## src/rtl/ysyx_210247_pipe_buf_pkg.sv

```systemverilog
// Shared widths and helpers for the inter-stage pipeline buffer.
// The stall counter is enabled with the YSYX_210247_PIPE_STALL_CNT_EN macro in the top.
package ysyx_210247_pipe_buf_pkg;

    // Default payload width for the EXE->MEM boundary.
    localparam int unsigned EXE_TO_MEM_BUS   = 64;
    localparam int unsigned PIPE_BUF_DEPTH   = 2;
    localparam int unsigned PIPE_STALL_CNT_W = 32;

    // Increment that sticks at all-ones instead of wrapping.
    function automatic logic [PIPE_STALL_CNT_W-1:0] sat_inc(
        input logic [PIPE_STALL_CNT_W-1:0] v
    );
        return (&v) ? v : v + PIPE_STALL_CNT_W'(1);
    endfunction

endpackage

```

## src/rtl/ysyx_210247_pipe_buf_mem.sv

```systemverilog
// DEPTH x W storage for the pipeline buffer: one synchronous write port,
// one asynchronous read port. Contents are intentionally not reset.
module ysyx_210247_pipe_buf_mem
    import ysyx_210247_pipe_buf_pkg::*;
#(
    parameter  int unsigned W     = EXE_TO_MEM_BUS,
    parameter  int unsigned DEPTH = PIPE_BUF_DEPTH,
    localparam int unsigned AW    = $clog2(DEPTH)
) (
    input  logic          clk,
    input  logic          we,
    input  logic [AW-1:0] waddr,
    input  logic [W-1:0]  wdata,
    input  logic [AW-1:0] raddr,
    output logic [W-1:0]  rdata
);

    logic [W-1:0] mem [DEPTH];

    always_ff @(posedge clk) begin
        if (we) begin
            mem[waddr] <= wdata;
        end
    end

    assign rdata = mem[raddr];

endmodule

```

## src/rtl/ysyx_210247_pipe_buf_stage.sv

```systemverilog
// First-word-fall-through pipeline buffer with registered upstream allow and flush.
// Define YSYX_210247_PIPE_STALL_CNT_EN to build the saturating upstream stall counter.
module ysyx_210247_pipe_buf_stage
    import ysyx_210247_pipe_buf_pkg::*;
#(
    parameter  int unsigned W     = EXE_TO_MEM_BUS,
    parameter  int unsigned DEPTH = PIPE_BUF_DEPTH,
    localparam int unsigned CW    = $clog2(DEPTH + 1)
) (
    input  logic                        clk,
    input  logic                        rst_n,
    input  logic                        flush,
    input  logic                        in_valid,
    input  logic [W-1:0]                in_data,
    output logic                        in_allow,
    output logic                        out_valid,
    output logic [W-1:0]                out_data,
    input  logic                        out_allow,
    output logic [CW-1:0]               count,
    output logic [PIPE_STALL_CNT_W-1:0] stall_cnt
);

    localparam int unsigned AW = $clog2(DEPTH);

    logic [AW-1:0] rd_ptr;
    logic [AW-1:0] wr_ptr;
    logic [CW-1:0] count_q;
    logic [CW-1:0] count_nxt;
    logic          in_allow_q;
    logic          push;
    logic          pop;
    logic [W-1:0]  rdata;

    assign push      = in_valid & in_allow_q;
    assign pop       = (count_q != '0) & out_allow;
    assign count_nxt = count_q + CW'(push) - CW'(pop);

    // Pointers wrap naturally because DEPTH is a power of two; flush beats push/pop.
    always_ff @(posedge clk or negedge rst_n) begin
        if (!rst_n) begin
            rd_ptr     <= '0;
            wr_ptr     <= '0;
            count_q    <= '0;
            in_allow_q <= 1'b1;
        end else if (flush) begin
            rd_ptr     <= '0;
            wr_ptr     <= '0;
            count_q    <= '0;
            in_allow_q <= 1'b1;
        end else begin
            if (push) begin
                wr_ptr <= wr_ptr + AW'(1);
            end
            if (pop) begin
                rd_ptr <= rd_ptr + AW'(1);
            end
            count_q    <= count_nxt;
            in_allow_q <= (count_nxt < CW'(DEPTH));
        end
    end

    ysyx_210247_pipe_buf_mem #(
        .W     (W),
        .DEPTH (DEPTH)
    ) u_mem (
        .clk   (clk),
        .we    (push & ~flush),
        .waddr (wr_ptr),
        .wdata (in_data),
        .raddr (rd_ptr),
        .rdata (rdata)
    );

    assign in_allow  = in_allow_q;
    assign out_valid = (count_q != '0);
    assign out_data  = out_valid ? rdata : '0;
    assign count     = count_q;

`ifdef YSYX_210247_PIPE_STALL_CNT_EN
    logic [PIPE_STALL_CNT_W-1:0] stall_q;

    // Counts cycles where upstream offers a word but the buffer refuses it; flush does not clear.
    always_ff @(posedge clk or negedge rst_n) begin
        if (!rst_n) begin
            stall_q <= '0;
        end else if (in_valid & ~in_allow_q & ~flush) begin
            stall_q <= sat_inc(stall_q);
        end
    end

    assign stall_cnt = stall_q;
`else
    assign stall_cnt = '0;
`endif

endmodule

```

## config.mk

```make
export PLATFORM = sky130hd
export DESIGN_NAME = ysyx_210247_pipe_buf_stage
export DESIGN_NICKNAME = d
export VERILOG_FILES = /design/src/rtl/ysyx_210247_pipe_buf_pkg.sv /design/src/rtl/ysyx_210247_pipe_buf_mem.sv /design/src/rtl/ysyx_210247_pipe_buf_stage.sv
export SDC_FILE = /design/constraint.sdc
export NUM_CORES = 1
export LEC_CHECK = 0
export BUFFER_PORTS_ARGS = -buffer_cell sky130_fd_sc_hd__buf_2
export CORE_MARGIN = 1.5
export CORE_UTILIZATION = 54
export CTS_BUF_LIST = sky130_fd_sc_hd__clkbuf_8
export DETAILED_ROUTE_END_ITERATION = 6
export PLACE_DENSITY = 0.82
export SLEW_MARGIN = 10
export SYNTH_ARGS = -nofsm -noshare
export SYNTH_HDL_FRONTEND = slang
export SYNTH_HIERARCHICAL = 1
export SYNTH_SLANG_ARGS = --single-unit
```

## constraint.sdc

```tcl
create_clock -name clk -period 5.3 [get_ports clk]
set_input_delay 0.265 -clock clk [delete_from_list [all_inputs] [get_ports clk]]
set_output_delay 0.265 -clock clk [all_outputs]
set_load 0.02 [all_outputs]
```

==> results.sh <==
export IMPL_outcome="finished, final reports clean"
export IMPL_synth_top_area_cell="edfxtp_1"
export IMPL_ys_types=23
export IMPL_wl_met2_um=4499
export IMPL_fin_crit_ns=2.784
export IMPL_timing_final_max_slew_violations=0
export IMPL_area_growth_pct=16.79
export IMPL_hold_end="u_mem/mem[0][53]$_DFFE_PP_"
export IMPL_die_h_um=107.7
export IMPL_utilization=0.6431
export IMPL_r2r_end="u_mem/mem[0][3]$_DFFE_PP_"
export IMPL_final_antenna_net_count=0
export IMPL_r2r_setup_slack_ns=2.69
export IMPL_path_cells="buf_4, mux2_4, and2_1, buf_2"
export IMPL_ios=169
export IMPL_skew_ns=0.01217
export IMPL_cts_root_buf="clkbuf_8"
export IMPL_vias=3003
export IMPL_yosys_area_top_type_share=0.6496
export IMPL_place_congestion=0.7277
export IMPL_post_cts_repair_setup_buffers=0
export IMPL_cts_tree="built"
export IMPL_wl_met3_um=739
export IMPL_holdCritPathClass="primary input to flop"
export IMPL_hold_viol_final=0
export IMPL_clk_pin_slew_ns=0.07
export IMPL_place_port_buffers=136
export IMPL_wl_per_cell_um=15.02
export IMPL_yosysSeqAreaShare=0.6710
export IMPL_clockBufferDepth=2
export IMPL_start_util=0.5507
export IMPL_drtIter0Drc=114
export IMPL_synthCells=329
export IMPL_grt_pass1_wl_um=14260
export IMPL_grt_max_degree=66
export IMPL_ir_worst_vdd_v=0.0005179
export IMPL_relSlewSlack=0.2114
export IMPL_final_nets=546
export IMPL_cpPeakStageDelay_ns=0.84
export IMPL_power_leakage_nw=2.884
export IMPL_h_tree_depth=4
export IMPL_crit_type="flop to primary output"
export IMPL_rr_worst_depth=4
export IMPL_maxCapViolations=0
export IMPL_synth_seq_cells=133
export IMPL_topRoutingLayerUsed="met5"
export IMPL_yosysWarnings=6
export IMPL_crit_buf_inv=2
export IMPL_drive_above_1_share=0.4918
export IMPL_syn_cell_area_um2=5917
export IMPL_core_um2=10750
export IMPL_rsz0062_at_grt="no"
export IMPL_min_path_cells=1
export IMPL_synthTopCellsByArea="edfxtp_1 (65%), mux2_4 (15%), and2_1 (6.9%)"
export IMPL_syn_area_per_cell_um2=17.98
export IMPL_cp_arrival_ns=2.52
export IMPL_powerDensity_nw_per_um2=464.3
export IMPL_worstSkewPairLatency_ns=0.41
export IMPL_dp_slack_ns=2.709
export IMPL_m1WireLength_um=4046
export IMPL_die_w_um=107.7
export IMPL_dieArea_um2=11590
export IMPL_crit_family="flip-flops"
export IMPL_worst_slack_ns=2.516
export IMPL_worstSetupEndpointType="primary output"
export IMPL_mostFrequentLayoutCell="buf_2"
export IMPL_viasPerCell=4.782
export IMPL_setup_violations=0
export IMPL_fillCellCount=809
export IMPL_drc_errors=0
export IMPL_ctsHoldBuffers=1
export IMPL_dp_cells=592
export IMPL_antenna_found_initial=1
export IMPL_routed_wl_um=9431
export IMPL_final_cell_mix="buf_2 (136), edfxtp_1 (128), and2_1 (64)"
export IMPL_grt_pass1_vias=2944
export IMPL_cp_required_ns=5.04
export IMPL_ctsResizeCount=0
export IMPL_stdcell_count=628
export IMPL_grt_remaining_overflow=0
export IMPL_dpl_hpwl_um=6011
export IMPL_track_usage=0.1659
export IMPL_timing_fmax_mhz=359.2
export IMPL_worst_pin_slew_ns=1.180
export IMPL_cts_buffers=17
export IMPL_clock_sinks=133
export IMPL_finalCritPeriodShare=0.5252
export IMPL_min_from="in_data[53]"
export IMPL_firstDrtPassIters=4
export IMPL_fin_hold_ws_ns=0.03966
export IMPL_r2r_start="in_allow$_DFF_PN1_"
export IMPL_final_setup_tns_ns=0
export IMPL_worstPathMaxFanout=35
export IMPL_rows=38
export IMPL_antenna_cells=0
export IMPL_cp_slowest_cell="dfrtp_4"
export IMPL_crit_path_start_kind="flop"
[per-stage QoR]
stage                     cell area, µm²  power, W
final                               6910  0.003208
after global placement              6474  0.002401
after CTS                           6880  0.003244
after global routing                6910  0.003366
after detailed placement            6474  0.002422
after floorplan                     6033  0.002233
[synth_stat cells, drive strengths merged]
cell	n
a21oi	1
xnor2	1
o21a	1
dfrtp	4
mux2	66
nor2b	4
nand2	1
ha	2
nor2	3
or2	1
edfxtp	128
and2	65
buf	46
inv	1
conb	1
nand3b	1
dfstp	1
mux2i	1
a21bo	1
[metal layers]
| layer | up-vias | GRT usage |
|---|---|---|
| met4 | 2 | 0.06485 |
| li1 | 1415 | - |
| met3 | 17 | 0.06235 |
| met2 | 144 | 0.2607 |
| met1 | 1425 | 0.2094 |
| met5 | - | 0 |
[worst reg2reg max path: stages, from the launching register on]
cell	delay, ns
dfstp_2	0.56
nand2_1	0.07
nor2_1	0.13
nor2b_4	0.95
buf_4	0.54
[cells by family (layout without fill, tap and decap cells)]
| logic type | count (synthesis) | in the layout | synth area share |
|---|---|---|---|
| mux | 67 | 67 | 0.1654 |
| buf+inv | 47 | 175 | 0.07570 |
| other cells | 1 | 32 | 0.0006338 |
| compound gates | 3 | 3 | 0.003806 |
| xor+xnor | 1 | 1 | 0.001480 |
| fa+ha+maj | 2 | 2 | 0.004229 |
| simple gates | 75 | 75 | 0.07782 |
| flops | 133 | 133 | 0.6710 |
[layout make-up]
cell class | count | area (µm²) | share of cell area
Clock inverter | 11 | 107.6 | 0.01557
Tap cell | 140 | 175.2 | 0.02535
Inverter | 1 | 3.754 | 0.0005432
Multi-Input combinational cell | 180 | 1625 | 0.2352
Clock buffer | 21 | 289.0 | 0.04183
Timing Repair Buffer | 142 | 735.7 | 0.1065
Sequential cell | 133 | 3974 | 0.5750
[flip-flops by register name (all words and copies together), names as in the netlist]
name	cells
u_mem/mem	128
count	2
in_allow	1
rd_ptr	1
wr_ptr	1
[worst max path at each step]
stage	from	to	slack [ns]	depth (start not counted)
floorplan	in_allow$_DFF_PN1_	u_mem/mem[0][0]$_DFFE_PP_	1.17	3
global placement	in_allow$_DFF_PN1_	u_mem/mem[0][38]$_DFFE_PP_	2.77	4
detailed placement	in_allow$_DFF_PN1_	u_mem/mem[0][43]$_DFFE_PP_	2.71	4
CTS	rd_ptr$_DFFE_PN0P_	out_data[50]	2.44	4
global route	rd_ptr$_DFFE_PN0P_	out_data[50]	2.35	4
finish	rd_ptr$_DFFE_PN0P_	out_data[49]	2.52	4
[report_power, final]
group,total [W],internal (W),switching [W],leakage (nW)
combinational,0.00108,0.000469,0.000608,1.44
sequential,0.00131,0.00124,0.0000664,1.23
clock,0.000820,0.000461,0.000359,0.210
Note: power is estimated with default switching activity, not from simulation.
